===== src/rtl/button_cmd_decoder_pkg.sv =====
// Shared game-side constants for the button command path.
//   DIR_*  : 2-bit command directions handed to game_loop.
//   BTN_*  : bit positions of the shield buttons on io_button.
// The helpers operate on a 4-bit direction vector ordered so that the bit
// index equals the DIR_* code: [0] up, [1] down, [2] left, [3] right.
package button_cmd_decoder_pkg;

  localparam logic [1:0] DIR_UP    = 2'd0;
  localparam logic [1:0] DIR_DOWN  = 2'd1;
  localparam logic [1:0] DIR_LEFT  = 2'd2;
  localparam logic [1:0] DIR_RIGHT = 2'd3;

  localparam int BTN_UP     = 0;
  localparam int BTN_CENTRE = 1;
  localparam int BTN_DOWN   = 2;
  localparam int BTN_LEFT   = 3;
  localparam int BTN_RIGHT  = 4;
  localparam int NUM_BTN    = 5;

  typedef struct packed {
    logic       vld;
    logic [1:0] dir;
  } dir_req_t;

  // Lowest set bit wins, i.e. up > down > left > right.
  function automatic dir_req_t arbitrate(input logic [3:0] dirs);
    dir_req_t r;
    r.vld = |dirs;
    if (dirs[0])      r.dir = DIR_UP;
    else if (dirs[1]) r.dir = DIR_DOWN;
    else if (dirs[2]) r.dir = DIR_LEFT;
    else              r.dir = DIR_RIGHT;
    return r;
  endfunction

  function automatic logic [2:0] dir_count(input logic [3:0] dirs);
    return 3'(dirs[0]) + 3'(dirs[1]) + 3'(dirs[2]) + 3'(dirs[3]);
  endfunction

endpackage


===== src/rtl/button_cmd_decoder_if.sv =====
// Command handshake between the button decoder (master) and game_loop (slave).
//   cmd_valid : head of the command queue holds a direction
//   cmd_ready : consumer takes the head this cycle
//   cmd_dir   : head direction (DIR_* code)
interface button_cmd_decoder_if;
  logic       cmd_valid;
  logic       cmd_ready;
  logic [1:0] cmd_dir;

  modport master (output cmd_valid, output cmd_dir, input cmd_ready);
  modport slave  (input cmd_valid, input cmd_dir, output cmd_ready);
endinterface


===== src/rtl/button_cmd_decoder_debouncer.sv =====
// One button lane: 2-FF synchroniser, debounce counter, stable level and a
// registered one-cycle press pulse (rising edge of the stable level).
//   clk, rst_n : clock, async active-low reset
//   i_raw      : raw asynchronous button level
//   o_press    : one-cycle pulse per accepted press; releases give nothing
module button_debouncer #(
  parameter int DEBOUNCE_CYCLES = 1000000,
  parameter int CNT_W           = 20
) (
  input  logic clk,
  input  logic rst_n,
  input  logic i_raw,
  output logic o_press
);

  localparam logic [CNT_W-1:0] CNT_LAST = CNT_W'(DEBOUNCE_CYCLES - 1);

  logic             r_sync1, r_sync2;
  logic             r_stable, r_stable_d;
  logic             r_press;
  logic [CNT_W-1:0] r_cnt;

  always_ff @(posedge clk or negedge rst_n) begin
    if (!rst_n) begin
      r_sync1    <= 1'b0;
      r_sync2    <= 1'b0;
      r_stable   <= 1'b0;
      r_stable_d <= 1'b0;
      r_press    <= 1'b0;
      r_cnt      <= '0;
    end else begin
      r_sync1    <= i_raw;
      r_sync2    <= r_sync1;
      r_stable_d <= r_stable;
      r_press    <= r_stable & ~r_stable_d;
      // Any sample agreeing with the stable level restarts the count, so a
      // glitch shorter than DEBOUNCE_CYCLES can never flip r_stable.
      if (r_sync2 == r_stable) begin
        r_cnt <= '0;
      end else if (r_cnt == CNT_LAST) begin
        r_stable <= r_sync2;
        r_cnt    <= '0;
      end else begin
        r_cnt <= r_cnt + 1'b1;
      end
    end
  end

  assign o_press = r_press;

endmodule


===== src/rtl/button_cmd_decoder.sv =====
// Turns the raw shield buttons into game commands.
//   clk, rst_n : 50 MHz clock, async active-low reset
//   io_button  : raw buttons [0] up [1] centre [2] down [3] left [4] right
//   cmd        : master side of the valid/ready direction queue
//   game_rst   : one-cycle pulse on a debounced centre press
//   drop_cnt   : saturating count of discarded direction presses
// Same-cycle direction presses are arbitrated (up > down > left > right),
// the winner goes into a FIFO_DEPTH queue, losers and full-queue pushes are
// counted as drops. A centre press flushes the queue and suppresses any
// direction press landing in the same cycle.
module button_cmd_decoder
  import button_cmd_decoder_pkg::*;
#(
  parameter int DEBOUNCE_CYCLES = 1000000,
  parameter int CNT_W           = 20,
  parameter int FIFO_DEPTH      = 4
) (
  input  logic                 clk,
  input  logic                 rst_n,
  input  logic [NUM_BTN-1:0]   io_button,
  button_cmd_decoder_if.master cmd,
  output logic                 game_rst,
  output logic [7:0]           drop_cnt
);

  localparam int               PTR_W    = $clog2(FIFO_DEPTH);
  localparam logic [PTR_W:0]   FULL_CNT = (PTR_W + 1)'(FIFO_DEPTH);

  logic [NUM_BTN-1:0] w_press;
  logic [3:0]         w_dirs;
  dir_req_t           w_req;
  logic               w_centre, w_pop, w_push, w_full;
  logic [2:0]         w_drop_inc;
  logic [8:0]         w_drop_sum;
  logic [PTR_W-1:0]   w_rd_nxt, w_wr_nxt;
  logic [PTR_W:0]     w_cnt_nxt;
  logic [1:0]         w_dir_nxt;

  logic [1:0]         r_mem [FIFO_DEPTH];
  logic [PTR_W-1:0]   r_rd_ptr, r_wr_ptr;
  logic [PTR_W:0]     r_count;
  logic               r_cmd_valid;
  logic [1:0]         r_cmd_dir;
  logic               r_game_rst;
  logic [7:0]         r_drop;

  genvar g;
  generate
    for (g = 0; g < NUM_BTN; g++) begin : g_btn
      button_debouncer #(
        .DEBOUNCE_CYCLES (DEBOUNCE_CYCLES),
        .CNT_W           (CNT_W)
      ) u_deb (
        .clk     (clk),
        .rst_n   (rst_n),
        .i_raw   (io_button[g]),
        .o_press (w_press[g])
      );
    end
  endgenerate

  // Reorder so the bit index equals the DIR_* code.
  assign w_dirs = {w_press[BTN_RIGHT], w_press[BTN_LEFT],
                   w_press[BTN_DOWN],  w_press[BTN_UP]};

  always_comb begin
    w_req    = arbitrate(w_dirs);
    w_centre = w_press[BTN_CENTRE];
    // r_cmd_valid mirrors (r_count != 0); using the register keeps pop off
    // any long path and makes ready-while-empty a no-op.
    w_pop    = r_cmd_valid & cmd.cmd_ready;
    w_full   = (r_count == FULL_CNT);
    // Full with a simultaneous pop still accepts the push.
    w_push   = w_req.vld & ~w_centre & (~w_full | w_pop);

    w_drop_inc = '0;
    if (w_req.vld && !w_centre)
      w_drop_inc = dir_count(w_dirs) - 3'd1 + {2'b00, w_full & ~w_pop};
    w_drop_sum = {1'b0, r_drop} + {6'b0, w_drop_inc};

    w_rd_nxt  = r_rd_ptr + PTR_W'(w_pop);
    w_wr_nxt  = r_wr_ptr + PTR_W'(w_push);
    w_cnt_nxt = r_count + (PTR_W + 1)'(w_push) - (PTR_W + 1)'(w_pop);

    // Next head: if the slot being written becomes the head, take the new
    // direction directly since r_mem is not updated until this edge.
    w_dir_nxt = r_cmd_dir;
    if (w_cnt_nxt != '0)
      w_dir_nxt = (w_push && (r_wr_ptr == w_rd_nxt)) ? w_req.dir : r_mem[w_rd_nxt];
  end

  // Storage needs no reset: occupancy alone decides what is valid.
  always_ff @(posedge clk) begin
    if (w_push) r_mem[r_wr_ptr] <= w_req.dir;
  end

  always_ff @(posedge clk or negedge rst_n) begin
    if (!rst_n) begin
      r_rd_ptr    <= '0;
      r_wr_ptr    <= '0;
      r_count     <= '0;
      r_cmd_valid <= 1'b0;
      r_cmd_dir   <= DIR_UP;
      r_game_rst  <= 1'b0;
      r_drop      <= '0;
    end else begin
      r_game_rst <= w_centre;
      r_drop     <= w_drop_sum[8] ? 8'hFF : w_drop_sum[7:0];
      if (w_centre) begin
        r_rd_ptr    <= '0;
        r_wr_ptr    <= '0;
        r_count     <= '0;
        r_cmd_valid <= 1'b0;
      end else begin
        r_rd_ptr    <= w_rd_nxt;
        r_wr_ptr    <= w_wr_nxt;
        r_count     <= w_cnt_nxt;
        r_cmd_valid <= (w_cnt_nxt != '0);
        r_cmd_dir   <= w_dir_nxt;
      end
    end
  end

  assign cmd.cmd_valid = r_cmd_valid;
  assign cmd.cmd_dir   = r_cmd_dir;
  assign game_rst      = r_game_rst;
  assign drop_cnt      = r_drop;

endmodule


===== src/flat_wrapper.sv =====
// flat-port wrapper written by rule: the top's interface ports become plain ports
module button_cmd_decoder_flat import button_cmd_decoder_pkg::*;
#(
  parameter int DEBOUNCE_CYCLES = 1000000,
  parameter int CNT_W           = 20,
  parameter int FIFO_DEPTH      = 4
)
  (clk, rst_n, io_button, game_rst, drop_cnt, cmd_cmd_valid, cmd_cmd_dir, cmd_cmd_ready);
  button_cmd_decoder_if cmd_i ();
  input  logic clk;
  input  logic rst_n;
  input  logic [NUM_BTN-1:0] io_button;
  output logic game_rst;
  output logic [7:0] drop_cnt;
  output wire logic [$bits(cmd_i.cmd_valid)-1:0] cmd_cmd_valid;
  output wire logic [$bits(cmd_i.cmd_dir)-1:0] cmd_cmd_dir;
  input wire logic [$bits(cmd_i.cmd_ready)-1:0] cmd_cmd_ready;
  assign cmd_cmd_valid = cmd_i.cmd_valid;
  assign cmd_cmd_dir = cmd_i.cmd_dir;
  assign cmd_i.cmd_ready = cmd_cmd_ready;
  button_cmd_decoder #(.DEBOUNCE_CYCLES(DEBOUNCE_CYCLES), .CNT_W(CNT_W), .FIFO_DEPTH(FIFO_DEPTH)) u_core (.clk(clk), .rst_n(rst_n), .io_button(io_button), .cmd(cmd_i), .game_rst(game_rst), .drop_cnt(drop_cnt));
endmodule

===== config.mk =====
export PLATFORM = sky130hd
export DESIGN_NAME = button_cmd_decoder_flat
export DESIGN_NICKNAME = d
export VERILOG_FILES = /design/src/rtl/button_cmd_decoder_pkg.sv /design/src/rtl/button_cmd_decoder_if.sv /design/src/rtl/button_cmd_decoder_debouncer.sv /design/src/rtl/button_cmd_decoder.sv /design/src/flat_wrapper.sv
export SDC_FILE = /design/constraint.sdc
export NUM_CORES = 1
export LEC_CHECK = 0
export CORE_ASPECT_RATIO = 2
export CORE_MARGIN = 1
export CORE_UTILIZATION = 48
export DETAILED_ROUTE_END_ITERATION = 16
export SLEW_MARGIN = 25
export SYNTH_ARGS = -nofsm -noshare
export SYNTH_HDL_FRONTEND = slang
export SYNTH_SLANG_ARGS = --single-unit

===== constraint.sdc =====
create_clock -name clk -period 4.3 [get_ports clk]
set_input_delay 1.075 -clock clk [delete_from_list [all_inputs] [get_ports clk]]
set_output_delay 1.075 -clock clk [all_outputs]
set_load 0.02 [all_outputs]

Word-level counts from Yosys, hierarchy flattened. Memories as Yosys holds them, arrays and structs flattened. A register that Yosys moved wholly into a read port is not among the register bits. Cells that the tools add are included. Widths: inputs -> output; s select.

Word-level logic and storage cells: 118. Bits of input ports: 8. Latch bits: 0. ROM bits: 0. Register bits after elaboration: 142. RAM bits: 8. Output and inout bits: 12. Memories kept: 1.

Divide/modulo/power cells: 0. Shift-type cells: 0. Bitwise operators: 23. Reductions and logical operators: 11. Eq/ne operators: 11. Mux-type cells: 21. Magnitude comparators: 0. Multipliers: 0. Add/subtract/negate cells: 15.

Memory list: u_core.r_mem (depth 4, width 2, rd ports 1, clocked after Yosys merged registers in 1, write ports 1, line button_cmd_decoder.sv:39) `logic [1:0] r_mem [FIFO_DEPTH];`.

Operator list (number): $mux 20 (10); $add 20x1->20 const B (5); $eq 20x20->1 const B (5); $not 1->1 (13); $add 3x1->3 (4); $reduce_and 2->1 (6); $add 8x3->9 (1); $and 1x1->1 (9); $mux 2 (4); $mux 8 (1); $mux 3 (2); $eq 1x1->1 (5); $add 2x1->2 (2); $mux 1 (4); $reduce_or 4->1 (1); $eq 3x3->1 const B (1); $reduce_bool 3->1 (1); $sub 3x1->3 (1); $sub 3x1->3 const B (1); $add 1x1->2 (1); $logic_not 1->1 (2); $logic_and 1x1->1 (1); $or 1x1->1 (1).

Longest topological paths before layout. Gate-level depths: netlist of run 1.

Depth in word-level cells: 8. Gate-level depth with buffers: 14. Depth with buffers taken out: 14.

Hierarchy. Synthesis of run 1 repeated with hierarchy kept, for this count alone.

Cells, all modules: 679. Area, all modules: 7325.8 µm².

By module, submodules not included: button_debouncer (area each 1171.1 µm², cells each 111, seq. area each 625.6 µm², times used 5); button_cmd_decoder (area each 1470.2 µm², cells each 124, seq. area each 715.7 µm², times used 1).

Worst setup path after synthesis of run 1. OpenSTA, ideal clock, no wires.

Kind: input to register. From: input cmd_cmd_ready. To: register u_core.r_drop[3] (netlist: u_core.drop_cnt[3]). Path buffers: 0. Required time: 4.174 ns. Setup time: 0.126 ns. Stages on the path: 12. Setup slack: 0.671 ns. Arrival: 3.503 ns. Cell sequence: a211o_1 -> or2_2 -> fa_1 -> inv_1 -> fa_1 -> nand3_1 -> inv_1 -> ha_1 -> a21o_1 -> a21oi_1 -> xor2_1 -> nand2_1.

Longest elaborated chain between the ends: 7.

RTL lines: start: declaration (line flat_wrapper.sv:17) `input wire logic [$bits(cmd_i.cmd_ready)-1:0] cmd_cmd_ready;`; $and 1x1->1 (line button_cmd_decoder.sv:71) `w_pop = r_cmd_valid & cmd.cmd_ready;`; $not 1->1 (line button_cmd_decoder.sv:78) `w_drop_inc = dir_count(w_dirs) - 3'd1 + {2'b00, w_full & ~w_pop};`; $and 1x1->1 (line button_cmd_decoder.sv:78); $add 3x1->3 (line button_cmd_decoder.sv:78); $mux 3 (line button_cmd_decoder.sv:77) `if (w_req.vld && !w_centre)`; $add 8x3->9 (line button_cmd_decoder.sv:79) `w_drop_sum = {1'b0, r_drop} + {6'b0, w_drop_inc};`; $mux 8 (line button_cmd_decoder.sv:108) `r_drop <= w_drop_sum[8] ? 8'hFF : w_drop_sum[7:0];`; end signal: assignment (line button_cmd_decoder.sv:108); end: declaration (line button_cmd_decoder.sv:45) `logic [7:0] r_drop;`.

Every way passes these cells. A chain may end at the register's enable or synchronous reset.

Worst setup path after layout of run 1.
From: input cmd_cmd_ready. To: register u_core.r_drop[5] (netlist: u_core.drop_cnt[5]).

The elaborated chain is that of the path after synthesis.

==> results of run 1 <==
==> routing by layer <==
| metal | track usage [%] | share of wire (%) | up-vias |
|---|---|---|---|
| met5 | 0 | 0 | - |
| met4 | 8.53 | 1.9 | 0 |
| met3 | 4.70 | 2.2 | 19 |
| met2 | 35.9 | 57 | 65 |
| met1 | 21.5 | 39 | 2571 |
| li1 | - | - | 2478 |
==> critical path: cells and delay by family <==
kind	cells	cell delay, ns
simple gates	4	0.69
compound gates	3	0.76
buf+inv	3	0.54
fa+ha+maj	3	1.04
==> stage by stage <==
step	total power [uW]	util, %	cells	setup WS, ns
after floorplan	1740	-	687	0.671
after global placement	1820	51.9	898	0.0541
after detailed placement	1840	51.9	898	0.0148
after CTS	3330	55.9	930	0.456
after global routing	3430	55.9	930	0.259
final	3280	55.9	930	0.478
==> synth_stat cells (13+ instances only) <==
cell / instances / area, um2
nor2_1: 97 / 364
or4_1: 17 / 128
dfrtp_1: 144 / 3600
ha_1: 15 / 188
nand4_1: 22 / 138
xnor2_1: 53 / 464
xor2_1: 26 / 228
nor4_1: 19 / 119
nor3_1: 17 / 85.1
nand3_1: 42 / 210
o31ai_1: 13 / 97.6
or3_1: 18 / 113
nand2_1: 30 / 113
inv_1: 39 / 146
a21oi_1: 26 / 130
o21ai_0: 16 / 80.1
==> state kept, by name, indices dropped and copies added (netlist names), 3 cells and up <==
register and count:
u_core.drop_cnt 8, u_core.g_btn.u_deb.r_cnt 100, u_core.g_btn.u_deb.o_press 5, u_core.g_btn.u_deb.r_sync1 5, u_core.g_btn.u_deb.r_stable 5, u_core.g_btn.u_deb.r_stable_d 5
u_core.r_mem 8, u_core.g_btn.u_deb.r_sync2 5, u_core.r_count 3
==> cell type report <==
| class | instances | area [um2] | area share [%] |
|---|---|---|---|
| Sequential cell | 152 | 3840 | 46.6 |
| Multi-Input combinational cell | 485 | 3170 | 38.4 |
| Clock buffer | 19 | 443 | 5.37 |
| Timing Repair Buffer | 27 | 251 | 3.05 |
| Tap cell | 195 | 244 | 2.96 |
| Inverter | 39 | 146 | 1.78 |
| Clock inverter | 13 | 145 | 1.76 |
==> power groups by stage <==
| stage | clock network, uW | logic [uW] | registers (uW) |
|---|---|---|---|
| floorplan | 0 | 205 | 1540 |
| detailed placement | 0 | 288 | 1550 |
| global placement | 0 | 278 | 1550 |
| CTS | 1520 | 291 | 1520 |
| global route | 1570 | 328 | 1530 |
| finish | 1480 | 285 | 1520 |
==> logic make-up after synthesis <==
family	synth area share (%)
xor+xnor	10.2
mux	1.70
simple gates	22.8
buf+inv	2.79
flops	53.3
fa+ha+maj	3.71
compound gates	5.41
==> how the worst min path moves through the flow <==
stage                                                to  depth (start not counted)
after floorplan           u_core.g_btn[0].u_deb.r_sync2                          0
after global placement    u_core.g_btn[4].u_deb.r_sync2                          0
after detailed placement  u_core.g_btn[0].u_deb.r_sync2                          0
after CTS                 u_core.g_btn[0].u_deb.r_sync2                          0
after global routing      u_core.g_btn[1].u_deb.r_sync2                          0
final                     u_core.g_btn[0].u_deb.r_sync2                          0
==> impl_metrics.py, run 1 <==
metrics = {
    "detailed_routing": {
        "drt-initial-drc-count": 256,
        "first_pass_iters": 5,
        "wl_per_cell_um": 14.9,
        "via_per_inst": 5.52,
        "drc": 0,
        "ant_nets": 0,
        "route.vias.total": 5133,
        "drt-total-wl_mm": 13.9,
    },
    "yosys": {
        "avgSynthCellArea_um2": 10.5,
        "ys_seq_elements": 152,
        "syn_nets": 714,
        "netlist_instances": 687,
        "ys.flop_type": "dfrtp_1",
        "ys_seq_area_share_pct": 53.3,
        "synth_edf_count": 8,
        "async_flop_share_pct": 94.7,
        "ys.warnings.count": 0,
        "syn_area_um2": 7210,
        "synth_cell_types": 51,
    },
    "sta": {
        "hold_viol_final": 0,
        "slew_violations": 0,
        "rsz0062_at_grt": "false",
        "fin_crit_sh_pct": 88.9,
        "setup_viol": 0,
        "worst_pin_slew_ns": 0.812,
        "setup_tns_ns": 0,
        "fmax_mhz": 262,
        "relSlewSlack_pct": 45.9,
        "whs_ns": 0.348,
        "clock_skew_ns": 0.00893,
        "period_minus_slack_ns": 3.82,
    },
    "setup_path": {
        "worst-setup-path-type": "in2reg",
        "cp-start-kind": "input pin",
        "crit_path_end_kind": "flip-flop",
        "max_stage_delay_ns": 0.41,
        "rrSetupSlack_ns": 1.12,
        "slowest_stage": "clkdlybuf4s50_1",
        "worstPathRequired_ns": 4.59,
        "r2r-end": "u_core.drop_cnt[5]",
        "crit_fanout": 4,
        "crit_path_end": "u_core.drop_cnt[5]",
        "setup.worst_path.start": "cmd_cmd_ready",
        "path_cells": "clkdlybuf4s50_1 -> a211o_1 -> or2_2 -> fa_1 -> inv_1 -> fa_1 -> nand3_1 -> inv_1 -> ha_1 -> a21o_1 -> a21oi_1 -> or3_1 -> nand3_1",
        "reg2regPathDepth": 12,
        "r2r-start": "u_core.cmd.cmd_valid",
        "crit_arrival_ns": 4.11,
    },
    "global_routing": {
        "grt_start_max_net_pins": 90,
        "grt-ovfl-total": 0,
        "grt_pass1_vias": 5320,
        "grt_use_total_pct": 19.9,
        "antenna_found_initial": 0,
        "grt_pass1_wl_mm": 24.0,
    },
    "cells_and_area": {
        "syn_to_final_growth_pct": 14.3,
        "design_area_um2": 8240,
        "nets": 749,
        "antenna_cells": 0,
        "final_common_cell": "dfrtp_1",
        "nFillCells": 1286,
        "drive_gt1_share_pct": 8.16,
        "final_cell_mix": "dfrtp_1, nor2_1, xnor2_1, nand3_1, inv_1",
    },
    "clock_network": {
        "insertion_delay_ns": 0.42,
        "post-cts-setup-buffers": 0,
        "cts_buffers": 17,
        "cts_resized": 0,
        "clock-root-buffer": "clkbuf_16",
        "cts_htree_levels": 4,
        "clkTransAtPathRegs_ns": 0.06,
        "clockBufferDepth": 2,
        "cts_tree": "built",
        "cts_hold_buf": 0,
        "clock-sinks": 152,
    },
    "floorplan": {
        "io_pins": 20,
        "fp.dieArea_um2": 15500,
        "core_um2": 14700,
        "rows": 63,
        "die_y_um": 175,
        "die_w_um": 88.7,
        "initial_core_util_pct": 48.9,
    },
    "pwr": {
        "p_clk_share_pct": 45.0,
        "ir_worst_vdd_mv": 0.263,
        "cellPowerDensity_nw_per_um2": 398,
        "internal-power_uw": 2490,
        "p_leak_uw": 0.00338,
        "pwr-share-comb_pct": 8.7,
        "seq_power_share_pct": 46.3,
        "p_sw_uw": 789,
        "p_sw_share_pct": 24.0,
    },
    "placement": {
        "hpwlAfterDp_mm": 9.57,
        "portBuffers": 19,
        "place_congestion": 0.791,
        "dpl_cell_area_um2": 7650,
    },
    "hold_path": {
        "hold_start": "u_core.g_btn[0].u_deb.r_sync1",
        "min_path_type": "reg2reg",
    },
    "status": {
        "outcome": "complete, no violations",
    },
    "flow_run": {
        "maxCapViolations": 0,
    },
}
(Power assumes the default switching activity.)
==> run 2: changes to the inputs <==
--- a/config.mk
+++ b/config.mk
@@ -9,6 +9,7 @@
 export CORE_MARGIN = 1
 export CORE_UTILIZATION = 48
 export DETAILED_ROUTE_END_ITERATION = 16
+export SETUP_SLACK_MARGIN = 0.5
 export SLEW_MARGIN = 25
 export SYNTH_ARGS = -nofsm -noshare
 export SYNTH_HDL_FRONTEND = slang
==> run 2 against run 1 <==
Compared with the run above:
- die area unchanged
- first-iteration DRC count down 5.1%
- sequential share of layout area down 0.25 points
- sequential power about the same
- register-to-register slack better by 0.04 ns
- cell count up 0.22%
- via count up 0.16%
- routed wire length up 0.38%
- non-clock buffer count up 2
- cell area up 0.53%
- maximum frequency up 4.7%
- critical path depth unchanged
- highest routed layer unchanged
==> impl_metrics.py, run 2 (synthesis gave the netlist of run 1 again) <==
metrics = {
    "pwr": {
        "internal-power_uw": 2490,
        "p_sw_share_pct": 24.0,
        "p_sw_uw": 789,
        "p_leak_uw": 0.00339,
        "seq_power_share_pct": 46.3,
        "cellPowerDensity_nw_per_um2": 396,
        "ir_worst_vdd_mv": 0.263,
        "p_clk_share_pct": 45.0,
        "total_power_uw": 3280,
        "pwr-share-comb_pct": 8.7,
    },
    "global_routing": {
        "grt_use_total_pct": 19.9,
        "grt-ovfl-total": 0,
        "grt_pass1_wl_mm": 24.0,
        "grt_start_max_net_pins": 90,
        "grt_pass1_vias": 5323,
        "antenna_found_initial": 0,
    },
    "cells_and_area": {
        "nets": 751,
        "final_cell_mix": "dfrtp_1, nor2_1, xnor2_1, nand3_1, inv_1",
        "syn_to_final_growth_pct": 14.9,
        "drive_gt1_share_pct": 9.36,
        "antenna_cells": 0,
        "final_common_cell": "dfrtp_1",
        "top_register": "u_core.g_btn.u_deb.r_cnt",
        "largest_reg_flops": 100,
    },
    "placement": {
        "portBuffers": 19,
        "hpwlAfterDp_mm": 9.57,
        "place_congestion": 0.791,
        "place_ws_ns": 0.0148,
    },
    "hold_path": {
        "min_path_type": "reg2reg",
    },
    "sta": {
        "hold_viol_final": 0,
        "setup_slack_ns": 0.649,
        "setup_tns_ns": 0,
        "clock_skew_ns": 0.00913,
        "fmax_mhz": 274,
        "whs_ns": 0.348,
        "fin_crit_sh_pct": 84.9,
        "worst_pin_slew_ns": 0.817,
        "period_minus_slack_ns": 3.65,
        "rsz0062_at_grt": "true",
        "relSlewSlack_pct": 45.5,
        "slew_violations": 0,
        "setup_viol": 0,
    },
    "floorplan": {
        "die_w_um": 88.7,
        "io_pins": 20,
        "core_um2": 14700,
        "die_y_um": 175,
        "fp.dieArea_um2": 15500,
        "initial_core_util_pct": 48.9,
        "rows": 63,
    },
    "setup_path": {
        "cp-start-kind": "input pin",
        "slowest_stage": "clkdlybuf4s50_1",
        "worstPathRequired_ns": 4.60,
        "crit_arrival_ns": 3.96,
        "crit_top_cell": "fa_1",
        "rrSetupSlack_ns": 1.16,
        "crit_path_end_kind": "flip-flop",
        "max_stage_delay_ns": 0.41,
        "crit_fanout": 4,
        "path_cells": "clkdlybuf4s50_1 -> a211o_1 -> or2_2 -> fa_1 -> inv_2 -> fa_1 -> nand3_2 -> inv_1 -> ha_1 -> a21o_1 -> a21oi_4 -> xor2_1 -> nand2_1",
        "worst-setup-path-type": "in2reg",
    },
    "detailed_routing": {
        "route.vias.total": 5141,
        "drc": 0,
        "wl_per_cell_um": 15.0,
        "drt-initial-drc-count": 243,
        "ant_nets": 0,
        "drt-total-wl_mm": 13.9,
        "first_pass_iters": 4,
        "via_per_inst": 5.52,
    },
    "clock_network": {
        "cts_htree_levels": 4,
        "cts_buffers": 17,
        "insertion_delay_ns": 0.42,
        "clock-root-buffer": "clkbuf_16",
        "clkTransAtPathRegs_ns": 0.06,
        "clock-sinks": 152,
        "clockBufferDepth": 2,
        "cts_tree": "built",
        "cts_hold_buf": 0,
    },
    "flow_run": {
        "maxCapViolations": 0,
    },
    "status": {
        "outcome": "complete, no violations",
    },
}
==> run 2: layout make-up <==
cell class,instances,area (um2)
repair buffers,29,267
flip-flops and latches,152,3840
clock buffers,19,443
multi-input cells,485,3200
clock inverters,13,145
well taps,195,244
inverters,39,146
fillers,1277,6450
==> run 2: power groups by stage <==
stage	Combinational, uW	Sequential, uW	Clock, uW
6_report	286	1520	1480
5_1_grt	329	1530	1570
3_5_place_dp	288	1550	0
4_1_cts	291	1520	1520
2_1_floorplan	205	1540	0
3_3_place_gp	278	1550	0
==> run 2: worst paths after layout <==
kind / cells past startpoint / to / start
worst min-delay path: 0 / u_core.g_btn[0].u_deb.r_sync2 / u_core.g_btn[0].u_deb.r_sync1
max in group asynchronous: 2 / u_core.g_btn[2].u_deb.r_cnt[16] / rst_n
worst max register to register: 12 / u_core.cmd.cmd_dir[1] / u_core.g_btn[2].u_deb.o_press
worst max-delay path: 13 / u_core.drop_cnt[3] / cmd_cmd_ready
min in group asynchronous: 1 / u_core.r_rd_ptr[0] / rst_n
worst min register to register: 0 / u_core.g_btn[0].u_deb.r_sync2 / u_core.g_btn[0].u_deb.r_sync1
==> run 2: repair_timing <==
item	4_1_cts	5_1_grt
pin swaps	0	4
cloned	0	0
setup endpoints to repair	3	8
gates resized for setup	1	7
buffers inserted	0	2
==> run 2: per-layer routing <==
| metal | vias up | wire, um | GRT usage, % |
|---|---|---|---|
| li1 | 2483 | - | - |
| met1 | 2573 | 5390 | 21.5 |
| met2 | 66 | 7990 | 35.9 |
| met3 | 19 | 309 | 4.70 |
| met4 | 0 | 250 | 8.53 |
| met5 | - | 0 | 0 |
==> run 2: metrics by stage <==
| step | std cells | cell area (um2) | utilization [%] |
|---|---|---|---|
| after floorplan | 687 | 7210 | - |
| after global placement | 898 | 7650 | 51.9 |
| after detailed placement | 898 | 7650 | 51.9 |
| after CTS | 930 | 8250 | 55.9 |
| after global routing | 932 | 8290 | 56.2 |
| final | 932 | 8290 | 56.2 |
==> run 2: worst max-delay path: cells and delay by family <==
kind            cells  cell delay, ns
simple gates        3            0.47
xor+xnor            1            0.16
compound gates      3            0.65
fa+ha+maj           3            1.07
buf+inv             3            0.52
==> run 3: changes to the inputs <==
==> constraint.sdc (replaced) <==
create_clock -name clk -period 3.5 [get_ports clk]
set_input_delay 0.875 -clock clk [delete_from_list [all_inputs] [get_ports clk]]
set_output_delay 0.875 -clock clk [all_outputs]
set_load 0.02 [all_outputs]
==> run 3 against run 2 <==
Compared with the run above:
- cell area grew 1.0%
- clock skew shrank 0.00097 ns
- flip-flop and latch count is the same
- non-clock buffer count grew 3
- clock-buffer cell count grew 1
- critical path depth is the same
- die area is the same
- register-to-register slack lost 0.69 ns
- routed wire length is essentially flat
- sequential share of layout area shrank 0.48 points
- first-iteration DRC count shrank 1.6%
- sequential power grew 23%
- highest routed layer unchanged
==> impl_metrics.py, run 3 (synthesis gave the netlist of run 1 again) <==
metrics = {
    "status": {
        "outcome": "complete, no violations",
    },
    "floorplan": {
        "initial_core_util_pct": 48.9,
        "core_um2": 14700,
        "die_y_um": 175,
        "die_w_um": 88.7,
        "rows": 63,
        "io_pins": 20,
        "fp.dieArea_um2": 15500,
    },
    "cells_and_area": {
        "seq_area_um2": 3840,
        "final_common_cell": "dfrtp_1",
        "nets": 754,
        "drive_gt1_share_pct": 11.6,
        "final_cell_mix": "dfrtp_1, nor2_1, xnor2_1, nand3_1, inv_1",
        "largest_reg_flops": 100,
        "top_register": "u_core.g_btn.u_deb.r_cnt",
        "syn_to_final_growth_pct": 16.1,
        "antenna_cells": 0,
        "layout.cells.non_filler": 935,
        "design_area_um2": 8370,
        "nFillCells": 1289,
        "multiInputGateArea_um2": 3260,
    },
    "placement": {
        "dpl_cell_area_um2": 7710,
        "portBuffers": 19,
        "hpwlAfterDp_mm": 9.76,
        "place_ws_ns": -0.283,
        "place_congestion": 0.831,
        "place_inst": 900,
    },
    "global_routing": {
        "antenna_found_initial": 0,
        "grt_start_max_net_pins": 89,
        "grt_use_total_pct": 20.2,
        "grt_pass1_vias": 5250,
        "grt_pass1_wl_mm": 24.4,
        "grt-ovfl-total": 0,
    },
    "sta": {
        "clock_skew_ns": 0.00815,
        "slew_violations": 0,
        "worst_pin_slew_ns": 0.802,
        "fmax_mhz": 331,
        "whs_ns": 0.347,
        "setup_slack_ns": 0.475,
        "fin_crit_sh_pct": 86.4,
        "relSlewSlack_pct": 46.5,
        "setup_viol": 0,
        "period_minus_slack_ns": 3.03,
        "rsz0062_at_grt": "true",
        "setup_tns_ns": 0,
        "hold_viol_final": 0,
    },
    "detailed_routing": {
        "drt-total-wl_mm": 13.9,
        "drt-initial-drc-count": 239,
        "route.vias.total": 5135,
        "ant_nets": 0,
        "first_pass_iters": 6,
        "drc": 0,
        "via_per_inst": 5.49,
        "wl_per_cell_um": 14.9,
    },
    "setup_path": {
        "cp-start-kind": "flip-flop",
        "worst-setup-path-type": "reg2reg",
        "crit_arrival_ns": 3.33,
        "worstPathRequired_ns": 3.81,
        "crit_path_end_kind": "flip-flop",
        "crit_fanout": 3,
    },
    "flow_run": {
        "maxCapViolations": 0,
    },
    "pwr": {
        "pwr-share-comb_pct": 9.0,
        "p_sw_uw": 976,
        "p_leak_uw": 0.00340,
        "p_sw_share_pct": 24.4,
        "seq_power_share_pct": 46.7,
        "internal-power_uw": 3020,
        "p_clk_share_pct": 44.3,
        "ir_worst_vdd_mv": 0.317,
        "cellPowerDensity_nw_per_um2": 478,
    },
    "clock_network": {
        "clock-root-buffer": "clkbuf_16",
        "cts_hold_buf": 0,
        "cts_buffers": 17,
        "cts_htree_levels": 4,
        "insertion_delay_ns": 0.42,
        "clockBufferDepth": 2,
        "clock-sinks": 152,
        "clkTransAtPathRegs_ns": 0.06,
        "cts_tree": "built",
    },
    "hold_path": {
        "min_path_type": "reg2reg",
    },
}
## run 3: final cells by class
class                   instances  share of cell area, %
well taps                     195                   2.91
multi-input cells             485                   39.0
repair buffers                 32                   3.62
clock inverters                12                   1.37
inverters                      39                   1.75
clock buffers                  20                   5.47
flip-flops and latches        152                   45.9
## run 3: repair_timing
item                       CTS  global route
pin swaps                   14             7
setup buffers                1             2
resized for setup           14            10
setup endpoints to repair    9            10
## run 3: power groups by stage
stage / registers [uW] / clock network, uW / logic [uW]
final: 1870 / 1770 / 362
after global routing: 1870 / 1900 / 415
after CTS: 1870 / 1830 / 370
after detailed placement: 1900 / 0 / 368
after global placement: 1900 / 0 / 354
after floorplan: 1890 / 0 / 265
## run 3: path summary, 6_finish.rpt
kind                                                from                              end  slack [ns]  cells after the start
setup / recovery           u_core.g_btn[0].u_deb.o_press               u_core.drop_cnt[6]        0.47                     13
hold / removal             u_core.g_btn[4].u_deb.r_sync1    u_core.g_btn[4].u_deb.r_sync2        0.35                      0
setup reg to reg           u_core.g_btn[0].u_deb.o_press               u_core.drop_cnt[6]        0.47                     13
hold reg to reg            u_core.g_btn[4].u_deb.r_sync1    u_core.g_btn[4].u_deb.r_sync2        0.35                      0
max in group asynchronous                          rst_n  u_core.g_btn[3].u_deb.r_cnt[10]        2.19                      2
min in group asynchronous                          rst_n               u_core.drop_cnt[4]        0.50                      1
## run 3: worst max-delay path: stages, from the launching register on
cell	delay [ns]
dfrtp_1	0.38
inv_2	0.06
ha_4	0.26
inv_2	0.04
ha_4	0.26
fa_2	0.19
inv_2	0.03
fa_1	0.48
nand3_2	0.10
fa_2	0.43
nor2b_4	0.13
o2111a_2	0.24
nand2_2	0.05
mux2_4	0.25
## run 3: per-stage QoR
step / utilization (%) / power (uW)
global placement: 52.3 / 2250
finish: 56.8 / 4000
CTS: 56.4 / 4070
global route: 56.8 / 4190
detailed placement: 52.3 / 2270
floorplan: - / 2160
## run 3: layer usage
layer	part of all wire [%]	track usage, %
met4	1.3	7.93
met2	57	36.6
met3	1.9	3.99
met5	0	0
met1	40	22.4
